--- config.mk ---
export PLATFORM = sky130hd
export DESIGN_NAME = voice_allocator
export DESIGN_NICKNAME = d
export VERILOG_FILES = /design/src/rtl/audio_voice_pkg.sv /design/src/rtl/voice_lookup.sv /design/src/rtl/voice_allocator.sv
export SDC_FILE = /design/constraint.sdc
export NUM_CORES = 1
export LEC_CHECK = 0
export CORE_MARGIN = 10
export CORE_UTILIZATION = 40
export CTS_BUF_LIST = sky130_fd_sc_hd__clkbuf_8 sky130_fd_sc_hd__clkbuf_16
export DETAILED_ROUTE_END_ITERATION = 7
export PLACE_DENSITY = 0.62
export SYNTH_ARGS = -nofsm -noshare
export SYNTH_HDL_FRONTEND = slang
export SYNTH_HIERARCHICAL = 1
export SYNTH_SLANG_ARGS = --single-unit
--- constraint.sdc ---
create_clock -name sample_clock -period 8.7 [get_ports sample_clock]
set_clock_uncertainty 0.15 [all_clocks]
set_input_delay 1.74 -clock sample_clock [delete_from_list [all_inputs] [get_ports sample_clock]]
set_output_delay 1.74 -clock sample_clock [all_outputs]
set_load 0.02 [all_outputs]
--- src/rtl/audio_voice_pkg.sv ---
// Shared encodings for the voice allocator: FSM states, command polarity
// and the oscillator waveform-select codes.
package audio_voice_pkg;

    typedef enum logic [1:0] {
        ST_IDLE   = 2'd0,
        ST_LOOKUP = 2'd1,
        ST_COMMIT = 2'd2
    } state_t;

    localparam logic CMD_NOTE_OFF = 1'b0;
    localparam logic CMD_NOTE_ON  = 1'b1;

    localparam logic [3:0] WF_SAW    = 4'b0001;
    localparam logic [3:0] WF_TRI    = 4'b0010;
    localparam logic [3:0] WF_SQUARE = 4'b0100;
    localparam logic [3:0] WF_PULSE  = 4'b1000;

endpackage

--- src/rtl/voice_lookup.sv ---
// Combinational voice search: held-key match, lowest free voice and the
// oldest gated voice (ties resolved toward the lowest index).
module voice_lookup #(
    parameter int NUM_VOICES = 4,
    parameter int KEY_WIDTH  = 7,
    parameter int AGE_WIDTH  = 4,
    localparam int IDX_W     = $clog2(NUM_VOICES)
) (
    input  logic [NUM_VOICES-1:0]                i_gate,
    input  logic [NUM_VOICES-1:0][KEY_WIDTH-1:0] i_key,
    input  logic [NUM_VOICES-1:0][AGE_WIDTH-1:0] i_age,
    input  logic [KEY_WIDTH-1:0]                 i_cmd_key,
    output logic                                 o_match_hit,
    output logic [IDX_W-1:0]                     o_match_idx,
    output logic                                 o_free_hit,
    output logic [IDX_W-1:0]                     o_free_idx,
    output logic [IDX_W-1:0]                     o_old_idx
);

    logic                 w_old_found;
    logic [AGE_WIDTH-1:0] w_old_age;

    // Strict greater-than keeps the first (lowest) voice on equal ages.
    always_comb begin
        o_match_hit = 1'b0;
        o_match_idx = '0;
        o_free_hit  = 1'b0;
        o_free_idx  = '0;
        o_old_idx   = '0;
        w_old_found = 1'b0;
        w_old_age   = '0;
        for (int i = 0; i < NUM_VOICES; i++) begin
            if (!o_match_hit && i_gate[i] && (i_key[i] == i_cmd_key)) begin
                o_match_hit = 1'b1;
                o_match_idx = IDX_W'(i);
            end
            if (!o_free_hit && !i_gate[i]) begin
                o_free_hit = 1'b1;
                o_free_idx = IDX_W'(i);
            end
            if (i_gate[i] && (!w_old_found || (i_age[i] > w_old_age))) begin
                w_old_found = 1'b1;
                w_old_age   = i_age[i];
                o_old_idx   = IDX_W'(i);
            end
        end
    end

endmodule

--- src/rtl/voice_allocator.sv ---
// Polyphonic voice scheduler: one note-on/note-off command per three cycles,
// retrigger held key, else lowest free voice, else steal the oldest voice.
module voice_allocator
    import audio_voice_pkg::*;
#(
    parameter int NUM_VOICES = 4,
    parameter int KEY_WIDTH  = 7,
    parameter int INC_WIDTH  = 16,
    parameter int AGE_WIDTH  = 4
) (
    input  logic                              sample_clock,
    input  logic                              rst,
    input  logic                              cmd_valid,
    output logic                              cmd_ready,
    input  logic                              cmd_note_on,
    input  logic [KEY_WIDTH-1:0]              cmd_key,
    input  logic [INC_WIDTH-1:0]              cmd_increment,
    input  logic [3:0]                        cmd_waveform,
    output logic [NUM_VOICES*INC_WIDTH-1:0]   voice_increment,
    output logic [NUM_VOICES*4-1:0]           voice_select,
    output logic [NUM_VOICES-1:0]             voice_rst,
    output logic [NUM_VOICES-1:0]             voice_gate,
    output logic                              steal,
    output logic [$clog2(NUM_VOICES+1)-1:0]   active_count
);

    localparam int IDX_W = $clog2(NUM_VOICES);
    localparam int CNT_W = $clog2(NUM_VOICES + 1);

    state_t                               r_state;
    logic                                 r_cmd_note_on;
    logic [KEY_WIDTH-1:0]                 r_cmd_key;
    logic [INC_WIDTH-1:0]                 r_cmd_inc;
    logic [3:0]                           r_cmd_wf;

    logic                                 r_match_hit;
    logic [IDX_W-1:0]                     r_match_idx;
    logic                                 r_free_hit;
    logic [IDX_W-1:0]                     r_free_idx;
    logic [IDX_W-1:0]                     r_old_idx;

    logic [NUM_VOICES-1:0][INC_WIDTH-1:0] r_inc;
    logic [NUM_VOICES-1:0][3:0]           r_sel;
    logic [NUM_VOICES-1:0][KEY_WIDTH-1:0] r_key;
    logic [NUM_VOICES-1:0][AGE_WIDTH-1:0] r_age;
    logic [NUM_VOICES-1:0]                r_gate;
    logic [NUM_VOICES-1:0]                r_voice_rst;
    logic                                 r_steal;
    logic [CNT_W-1:0]                     r_active_count;

    logic                                 w_match_hit;
    logic [IDX_W-1:0]                     w_match_idx;
    logic                                 w_free_hit;
    logic [IDX_W-1:0]                     w_free_idx;
    logic [IDX_W-1:0]                     w_old_idx;

    logic [IDX_W-1:0]                     w_target;
    logic                                 w_commit_on;
    logic                                 w_commit_off;
    logic                                 w_is_steal;
    logic [NUM_VOICES-1:0]                w_gate_next;
    logic [CNT_W-1:0]                     w_count;

    voice_lookup #(
        .NUM_VOICES (NUM_VOICES),
        .KEY_WIDTH  (KEY_WIDTH),
        .AGE_WIDTH  (AGE_WIDTH)
    ) u_lookup (
        .i_gate      (r_gate),
        .i_key       (r_key),
        .i_age       (r_age),
        .i_cmd_key   (r_cmd_key),
        .o_match_hit (w_match_hit),
        .o_match_idx (w_match_idx),
        .o_free_hit  (w_free_hit),
        .o_free_idx  (w_free_idx),
        .o_old_idx   (w_old_idx)
    );

    assign cmd_ready       = (r_state == ST_IDLE) && !rst;
    assign voice_increment = r_inc;
    assign voice_select    = r_sel;
    assign voice_gate      = r_gate;
    assign voice_rst       = r_voice_rst | {NUM_VOICES{rst}};
    assign steal           = r_steal & ~rst;
    assign active_count    = r_active_count;

    // Commit decision and the post-commit gate vector, so the popcount
    // lands in the same edge as the gates it describes.
    always_comb begin
        w_target     = r_match_hit ? r_match_idx : (r_free_hit ? r_free_idx : r_old_idx);
        w_commit_on  = (r_state == ST_COMMIT) && (r_cmd_note_on == CMD_NOTE_ON);
        w_commit_off = (r_state == ST_COMMIT) && (r_cmd_note_on == CMD_NOTE_OFF) && r_match_hit;
        w_is_steal   = w_commit_on && !r_match_hit && !r_free_hit;
        w_gate_next  = r_gate;
        if (w_commit_on) begin
            w_gate_next[w_target] = 1'b1;
        end
        if (w_commit_off) begin
            w_gate_next[r_match_idx] = 1'b0;
        end
        w_count = '0;
        for (int i = 0; i < NUM_VOICES; i++) begin
            w_count = w_count + CNT_W'(w_gate_next[i]);
        end
    end

    always_ff @(posedge sample_clock) begin
        if (rst) begin
            r_state        <= ST_IDLE;
            r_cmd_note_on  <= 1'b0;
            r_cmd_key      <= '0;
            r_cmd_inc      <= '0;
            r_cmd_wf       <= '0;
            r_match_hit    <= 1'b0;
            r_match_idx    <= '0;
            r_free_hit     <= 1'b0;
            r_free_idx     <= '0;
            r_old_idx      <= '0;
            r_inc          <= '0;
            r_sel          <= '0;
            r_key          <= '0;
            r_age          <= '0;
            r_gate         <= '0;
            r_voice_rst    <= '0;
            r_steal        <= 1'b0;
            r_active_count <= '0;
        end else begin
            r_voice_rst <= '0;
            r_steal     <= 1'b0;
            case (r_state)
                ST_IDLE: begin
                    if (cmd_valid) begin
                        r_cmd_note_on <= cmd_note_on;
                        r_cmd_key     <= cmd_key;
                        r_cmd_inc     <= cmd_increment;
                        r_cmd_wf      <= cmd_waveform;
                        r_state       <= ST_LOOKUP;
                    end
                end
                ST_LOOKUP: begin
                    r_match_hit <= w_match_hit;
                    r_match_idx <= w_match_idx;
                    r_free_hit  <= w_free_hit;
                    r_free_idx  <= w_free_idx;
                    r_old_idx   <= w_old_idx;
                    r_state     <= ST_COMMIT;
                end
                ST_COMMIT: begin
                    r_state        <= ST_IDLE;
                    r_gate         <= w_gate_next;
                    r_active_count <= w_count;
                    r_steal        <= w_is_steal;
                    // Ages advance only when a command actually changes voice state.
                    for (int i = 0; i < NUM_VOICES; i++) begin
                        if (w_commit_on && (IDX_W'(i) == w_target)) begin
                            r_inc[i]       <= r_cmd_inc;
                            r_sel[i]       <= r_cmd_wf;
                            r_key[i]       <= r_cmd_key;
                            r_age[i]       <= '0;
                            r_voice_rst[i] <= 1'b1;
                        end else if (w_commit_off && (IDX_W'(i) == r_match_idx)) begin
                            r_sel[i] <= '0;
                            r_age[i] <= '0;
                        end else if ((w_commit_on || w_commit_off) && r_gate[i] && (r_age[i] != '1)) begin
                            r_age[i] <= r_age[i] + 1'b1;
                        end
                    end
                end
                default: begin
                    r_state <= ST_IDLE;
                end
            endcase
        end
    end

endmodule

## Yosys cells after proc, flatten, opt, wreduce, memory -nomap -nowiden

Cells that the tools add are included.

- Output and inout bits: 93
- Bits in registers: 174
- Logic and storage cells: 206

- Muxes and demuxes: 57
- Reductions and logical operators: 80
- Add/sub/neg operators: 7
- Bitwise logic cells: 8
- Equal/unequal tests: 17
- $lt $le $gt $ge: 7

Operators by type and width:

| kind | count |
|---|---|
| $mux W4 | 25 |
| $logic_and A1 B1 Y1 | 37 |
| $eq A7 B7 Y1 | 4 |
| $reduce_and A2 Y1 | 13 |
| $mux W1 | 20 |
| $mux W2 | 9 |
| $add A4 B1 Y4 const B | 4 |
| $ne A4 B4 Y1 const B | 4 |
| $logic_not A1 Y1 | 14 |
| $gt A4 B4 Y1 | 3 |
| $reduce_bool A3 Y1 | 4 |
| $eq A2 B2 Y1 const A | 4 |
| $or A4 B4 Y4 | 2 |
| $reduce_bool A2 Y1 | 4 |
| $logic_not A2 Y1 | 3 |
| $lt A2 B3 Y1 const B | 2 |
| $and A4 B4 Y4 | 1 |
| $demux W1 S2 | 2 |
| $eq A1 B2 Y1 const A | 2 |
| $ge A2 B1 Y1 const B | 2 |
| $logic_or A1 B1 Y1 | 4 |
| $not A4 Y4 | 1 |
| $pmux W2 S2 | 1 |
| $add A2 B1 Y3 | 1 |
| 8 further kinds | 10 |

## Logic depth before layout (Yosys ltp)

Gate-level depths: netlist of the first run.

- Depth after elaboration: 15
- Depth in mapped cells: 20
- Mapped depth without buffers: 19

## By module

The synthesis of the first run kept the hierarchy.

By module, submodules not included:

| module | area each (um2) | seq. area each (um2) | instances | cells an instance |
|---|---|---|---|---|
| voice_allocator | 6951.7 | 3483.3 | 1 | 784 |
| voice_lookup | 878.3 | 0.0 | 1 | 112 |

## Least setup slack after synthesis of the first run

OpenSTA, ideal clock, no wires.

- Path type: input port to output port
- Start: input rst
- End: output cmd_ready
- Arrival time: 2.597 ns
- Stages on the path: 3
- Buffers on the path: 2
- Setup slack: 4.213 ns
- Path through: clkbuf_1 > clkbuf_1 > nor3_1

- Cells in the longest elaborated chain, start to end: 2

RTL lines:

| item | line | RTL |
|---|---|---|
| start: declaration | voice_allocator.sv:12 | `input logic rst,` |
| $logic_not A1 Y1 | voice_allocator.sv:80 | `assign cmd_ready = (r_state == ST_IDLE) && !rst;` |
| $logic_and A1 B1 Y1 | voice_allocator.sv:80 |  |
| end: declaration | voice_allocator.sv:14 | `output logic cmd_ready,` |

Every way passes these cells.

## Worst setup path in the final report of the first run

- Start: input rst
- End: output voice_rst[0]

- Cells in the longest elaborated chain, start to end: 1

RTL lines:

| item | line | RTL |
|---|---|---|
| $or A4 B4 Y4 | voice_allocator.sv:84 | `assign voice_rst = r_voice_rst \| {NUM_VOICES{rst}};` |
| end: declaration | voice_allocator.sv:21 | `output logic [NUM_VOICES-1:0] voice_rst,` |

Every way passes these cells.

==> results of run 1 <==
-- kinds of logic (layout without fill, tap and decap cells) --
kind of cell / after synthesis / count (layout)
compound gates: 254 / 254
xor+xnor: 32 / 32
fa+ha+maj: 19 / 19
mux: 41 / 41
buf+inv: 80 / 183
simple gates: 296 / 296
flops: 174 / 174
-- where the power goes --
group	total (W)	switching [W]	internal, W
Combinational	0.0000846	0.0000497	0.0000349
Sequential	0.000815	0.00000983	0.000805
Clock	0.000758	0.000352	0.000405
Total	0.00166	0.000412	0.00125
-- per-stage QoR --
step | std cells | util (%) | hold slack (ns)
floorplan | 896 | - | 0.286
global placement | 1232 | 47.4 | 0.292
finish | 1264 | 50.4 | 0.306
global route | 1264 | 50.4 | 0.321
detailed placement | 1232 | 47.4 | 0.297
CTS | 1264 | 50.4 | 0.307
-- area by class of cell --
| type | instances | area, um^2 | area share, % |
|---|---|---|---|
| flip-flops and latches | 174 | 3480 | 35.8 |
| well taps | 265 | 332 | 3.40 |
| clock buffers | 17 | 425 | 4.37 |
| repair buffers | 131 | 1290 | 13.2 |
| inverters | 20 | 77.6 | 0.796 |
| multi-input cells | 642 | 3980 | 40.8 |
| clock inverters | 15 | 158 | 1.62 |
-- worst reg2reg max path: stages, from the launching register on --
cell	delay, ns
dfxtp_1	0.65
nand2_1	0.15
ha_1	0.37
nand2_1	0.08
o21bai_1	0.16
a21oi_2	0.34
mux2_4	0.36
ha_1	0.31
nor2b_1	0.14
o21bai_1	0.11
a31oi_4	0.27
mux2_2	0.38
ha_1	0.28
nor2b_1	0.14
o211ai_1	0.17
a21oi_1	0.08
o21ai_0	0.20
o21ai_1	0.10
nand2_1	0.06
a21oi_1	0.06
-- state kept, by name (all words and copies together) (netlist names) --
| name | cells |
|---|---|
| r_old_idx | 2 |
| active_count | 3 |
| r_match_hit | 1 |
| r_cmd_note_on | 1 |
| r_cmd_wf | 4 |
| r_free_idx | 2 |
| r_free_hit | 1 |
| r_cmd_inc | 16 |
| r_age | 16 |
| r_state | 2 |
| r_steal | 1 |
| voice_gate | 4 |
| voice_select | 16 |
| voice_increment | 64 |
| r_cmd_key | 7 |
| r_voice_rst | 4 |
| r_match_idx | 2 |
| r_key | 28 |
-- routing by layer --
metal  track usage [%]  part of all wire [%]  routed length (um)  up-vias
met4              4.92                   1.3                 303        0
met3              6.17                   7.0                1570       22
met2              29.1                    47               10700      147
met1              21.1                    44               10000     3092
li1                  -                     -                   -     3226
met5                 0                     0                   0        -
-- worst paths after layout --
check	startpoint	end	slack, ns	cells after the start
setup reg to reg	voice_gate[0]	r_old_idx[0]	3.97	19
hold reg to reg	r_cmd_inc[5]	r_cmd_inc[5]	0.31	2
setup / recovery	rst	voice_rst[0]	3.44	3
hold / removal	r_cmd_inc[5]	r_cmd_inc[5]	0.31	2
-- placed cells by master, fill, tap and decap left out, types with 3 or more instances in the layout --
master and n:
xnor2_1 22, mux2i_1 33, a21oi_1 57, or3_1 8, or2_2 5, clkbuf_16 17
clkdlybuf4s50_1 122, o21ai_1 59, nor3_1 3, mux2_2 4, inv_8 4, buf_4 9
o211ai_1 13, ha_1 18, inv_1 19, dfxtp_1 174, nor2_1 19, clkinvlp_4 4
nand4_1 12, nand3_1 9, nand2b_1 55, mux2_4 4, o21ai_0 106, xor2_1 10
nand2_1 93, nor2b_1 76, nor4_1 3
-- cell usage after synthesis (all sizes together) --
cell,n,area [um^2]
and4b,1,10.0
a2bb2oi,1,15.0
and2,3,20.0
and2b,1,7.51
or3,8,50.1
nand2,93,349
o211ai,13,97.6
nand4,12,75.1
clkbuf,42,160
o21bai,2,15.0
a2111o,1,11.3
nor2b,76,475
nor4,3,18.8
nor3,4,25.0
and4,1,8.76
inv,20,77.6
o21ai,167,851
a21oi,58,294
dfxtp,174,3480
ha,18,225
buf,18,143
fa,1,20.0
or2,7,48.8
a21boi,3,26.3
o2111ai,1,15.0
and4bb,1,12.5
xnor2,22,193
nand3,10,55.1
mux2i,33,330
nor2,20,75.1
xor2,10,87.6
nand2b,56,358
mux2,8,105
a22oi,3,27.5
o21a,3,22.5
a211oi,1,20.0
a31oi,1,21.3
==> results.cfg, run 1 <==
[sta]
clock.fmax_mhz = 190
slew_headroom_pct = 23.7
setup_viol = 0
setup_slack_ns = 3.44
hold_viol = 0
fin_crit_sh_pct = 60.4
worstMarginPinSlew_ns = 1.14
drv_slew = 0
fin_crit_ns = 5.26
tns_ns = 0
rsz0062_at_grt = false

[global_routing]
grt_pass1_vias = 6650
grt_max_degree = 104
grt_use_total_pct = 17.6
overflow = 0
antenna_found_initial = 0
grt_pass1_wl_um = 36600

[setup_path]
cp_top_family = buffers and inverters
critical_path.slowest_cell = buf_4
path_class = input pin to primary output
arrival_ns = 3.37
path_max_fanout = 103
crit_chain = buf_4 > or2_2 > clkdlybuf4s50_1
critPathBufInv = 2
slowest_delay_ns = 0.70
cp-end-kind = primary output
critPathLaunchType = input pin
critPathRequiredTime_ns = 6.81

[detailed_routing]
vias = 6487
ant_nets = 0
vias_per_cell = 5.13
wire_per_inst_um = 17.8
drc = 0
drtIter0Drc = 423
routed_wl_um = 22500
drtPass1Iterations = 5

[yosys]
syn_avg_cell_area_um2 = 8.74
synth_xor_area_share_pct = 3.58
syn_nets = 946
synth_fa_ha_area_share_pct = 3.13
synth_top_family_by_area = simple AND/OR/NAND/NOR gates
synthMuxAreaShare_pct = 5.56
netlist_instances = 896
ys_ff_latch = 174
synth-simple-area-share_pct = 20.3
syn_area_mm2 = 0.00783
synthDistinctLibCells = 54
synth_compound_area_share_pct = 18.1
ys_seq_area_share_pct = 44.5
ys_warn_count = 6

[clocking]
post_cts_buffers = 0
ctsRootBufferMaster = clkbuf_16
htreeDepth = 4
cts_buffer_depth = 2
cts_buffers = 17
hold_buffers = 0
clock_sinks = 174
clkTransAtPathRegs_ns = 0.07
clock_latency_ns = 0.43
cts_resized = 0
cts_tree = built

[placement]
io_buffers = 123
dp_worst_setup_slack_ns = 3.47
placed_area_mm2 = 0.00916
dp_hpwl_um = 14500
gp_congestion = 0.797

[layout]
syn_to_final_growth_pct = 24.4
num-fill-cells = 1817
fin_area_mm2 = 0.00974
nets = 1036
drive_gt1_share_pct = 7.41
diodes = 0

[die]
core_area_mm2 = 0.0193
initial_core_util_pct = 40.5
dieWidth_um = 160
num_rows = 51
dieArea_mm2 = 0.0256
die_h_um = 160
io_pins = 124

[hold_path]
hold_class = flip-flop to flip-flop

[power]
p_leak_nw = 3.32
total_power_w = 0.00166
vdd_ir_drop_max_mv = 0.122
power_density_mw_per_mm2 = 170

[run]
drv_cap = 0

[status]
outcome = complete, no violations
Note: power is estimated with default switching activity, not from simulation.
==> inputs of run 2 (changes only) <==
Settings changed: PLACE_DENSITY 0.62 to 0.65.
Clock period 8.7 ns to 4.58 ns, I/O delays scaled along.
==> run 2 against run 1 <==
Against the previous run: flip-flop and latch count stayed put; die area stayed put; combinational power is 94% higher; highest routed layer unchanged; global-route usage is 0.34 points lower; power increased by 97%; first-iteration DRC count shrank 25%; critical endpoint is now r_old_idx[0]; clock-buffer cell count rose by 1; final cell count is 0.63% higher.
==> results.cfg, run 2 (synthesis gave the netlist of run 1 again) <==
[sta]
worstMarginPinSlew_ns = 0.929
setup_viol = 0
holdWs_ns = 0.304
clock.fmax_mhz = 234
fin_crit_ns = 4.27
tns_ns = 0
rsz0062_at_grt = false
slew_headroom_pct = 38.0
drv_slew = 0
fin_crit_sh_pct = 93.2
hold_viol = 0

[power]
p_leak_nw = 3.40
vdd_ir_drop_max_mv = 0.244
total_power_w = 0.00326
power_density_mw_per_mm2 = 331

[layout]
diodes = 0
nets = 1044
layout_commonest_cell = dfxtp_1
syn_to_final_growth_pct = 25.9
post_layout_nonfiller_instances = 1272
largest_reg_flops = 64
final_cell_mix = 173 x dfxtp_1, 122 x clkdlybuf4s50_1, 105 x o21ai_0
fin_area_mm2 = 0.00985
drive_gt1_share_pct = 8.14

[setup_path]
path_max_fanout = 8
crit_chain = nand2_1 > ha_1 > nand2_1 > o21bai_1 > a21oi_4 > mux2_4 > ha_1 > nand2_1 > o21bai_1 > a31oi_4 > mux2_2 > ha_1 > nor2b_1 > o211ai_1 > a21oi_1 > o21ai_1 > o21ai_1 > nand2_1 > a21oi_1
critPathRequiredTime_ns = 4.73
path_class = flip-flop to flip-flop
critPathBufInv = 0
critical_path.slowest_cell = dfxtp_2
critPathMostFrequentCell = nand2_1
critPathLaunchType = flip-flop
cp-end-kind = flip-flop
slowest_delay_ns = 0.39
r2r_setup_slack_ns = 0.31
cp_top_family = compound AO/OA/AOI/OAI gates
arrival_ns = 4.42

[global_routing]
grt_pass1_vias = 6390
grt_pass1_wl_um = 35700
overflow = 0
grt_use_total_pct = 17.2
antenna_found_initial = 0
grt_max_degree = 73

[detailed_routing]
vias = 6513
route.layer.met1.wl_um = 9740
ant_nets = 0
routed_wl_um = 22300
drtPass1Iterations = 5
drtIter0Drc = 317
met2WireLength_um = 10600
wire_per_inst_um = 17.5
vias_per_cell = 5.12
drc = 0
wl_met3_um = 1770
routed.top_layer = met4

[clocking]
clock_sinks = 174
clkTransAtPathRegs_ns = 0.07
cts_buffer_depth = 2
hold_buffers = 0
cts_tree = built
htreeDepth = 4
ctsRootBufferMaster = clkbuf_16
clock_latency_ns = 0.44
cts_buffers = 17

[die]
core_area_mm2 = 0.0193
die_h_um = 160
dieArea_mm2 = 0.0256
num_rows = 51
dieWidth_um = 160
initial_core_util_pct = 40.5
io_pins = 124

[status]
outcome = complete, no violations

[run]
drv_cap = 0

[placement]
dp_hpwl_um = 14700
dp.cells = 1239
gp_congestion = 0.802
placed_area_mm2 = 0.00921
io_buffers = 123

[hold_path]
hold_class = flip-flop to flip-flop
-- run 2: cell count changes in the layout (fill, tap and decap cells not counted), sizes merged --
cell | before | now
clkinvlp | 4 | 0
buf | 9 | 17
inv | 26 | 29
clkinv | 4 | 3
clkbuf | 17 | 18
bufinv | 1 | 2
-- run 2: timing repair --
item	in CTS	in global routing
buffers inserted	0	1
setup endpoints to repair	0	2
gates resized for setup	0	3
-- run 2: metal layers --
metal,up-vias,global-route usage [%]
met5,-,0
met4,0,4.59
met3,13,6.50
met2,157,28.0
met1,3091,21.0
li1,3252,-
-- run 2: cell type report --
cell class | count | area (um^2)
fill | 1796 | 9480
multi-input combinational | 642 | 3980
sequential | 174 | 3480
timing repair buffer | 139 | 1350
clock buffer | 18 | 439
tap | 265 | 332
clock inverter | 14 | 190
inverter | 20 | 77.6
-- run 2: stage by stage --
stage	setup WS, ns	util [%]
floorplan	0.289	-
global placement	0.295	47.6
detailed placement	0.122	47.6
CTS	0.108	50.9
global route	0.0134	51.0
finish	0.309	51.0
-- run 2: worst register-to-register path: cells and delay by family (launching register included) --
family | cells | cell delay [ns]
and+or+nand+nor | 5 | 0.46
DFF | 1 | 0.39
muxes | 2 | 0.72
adders and majority gates | 3 | 0.94
AOI/OAI and AO/OA | 9 | 1.47
-- run 2: path summary, 6_finish.rpt --
kind                  from           end  cells past startpoint
max          voice_gate[0]  r_old_idx[0]                     19
min           r_cmd_inc[4]  r_cmd_inc[4]                      2
max reg2reg  voice_gate[0]  r_old_idx[0]                     19
min reg2reg   r_cmd_inc[4]  r_cmd_inc[4]                      2
-- run 2: where the power goes --
group / total, W / internal, W / switching (W)
sequential: 0.00155 / 0.00153 / 0.0000183
combinational: 0.000164 / 0.0000677 / 0.0000961
clock: 0.00155 / 0.000853 / 0.000693
total: 0.00326 / 0.00245 / 0.000808
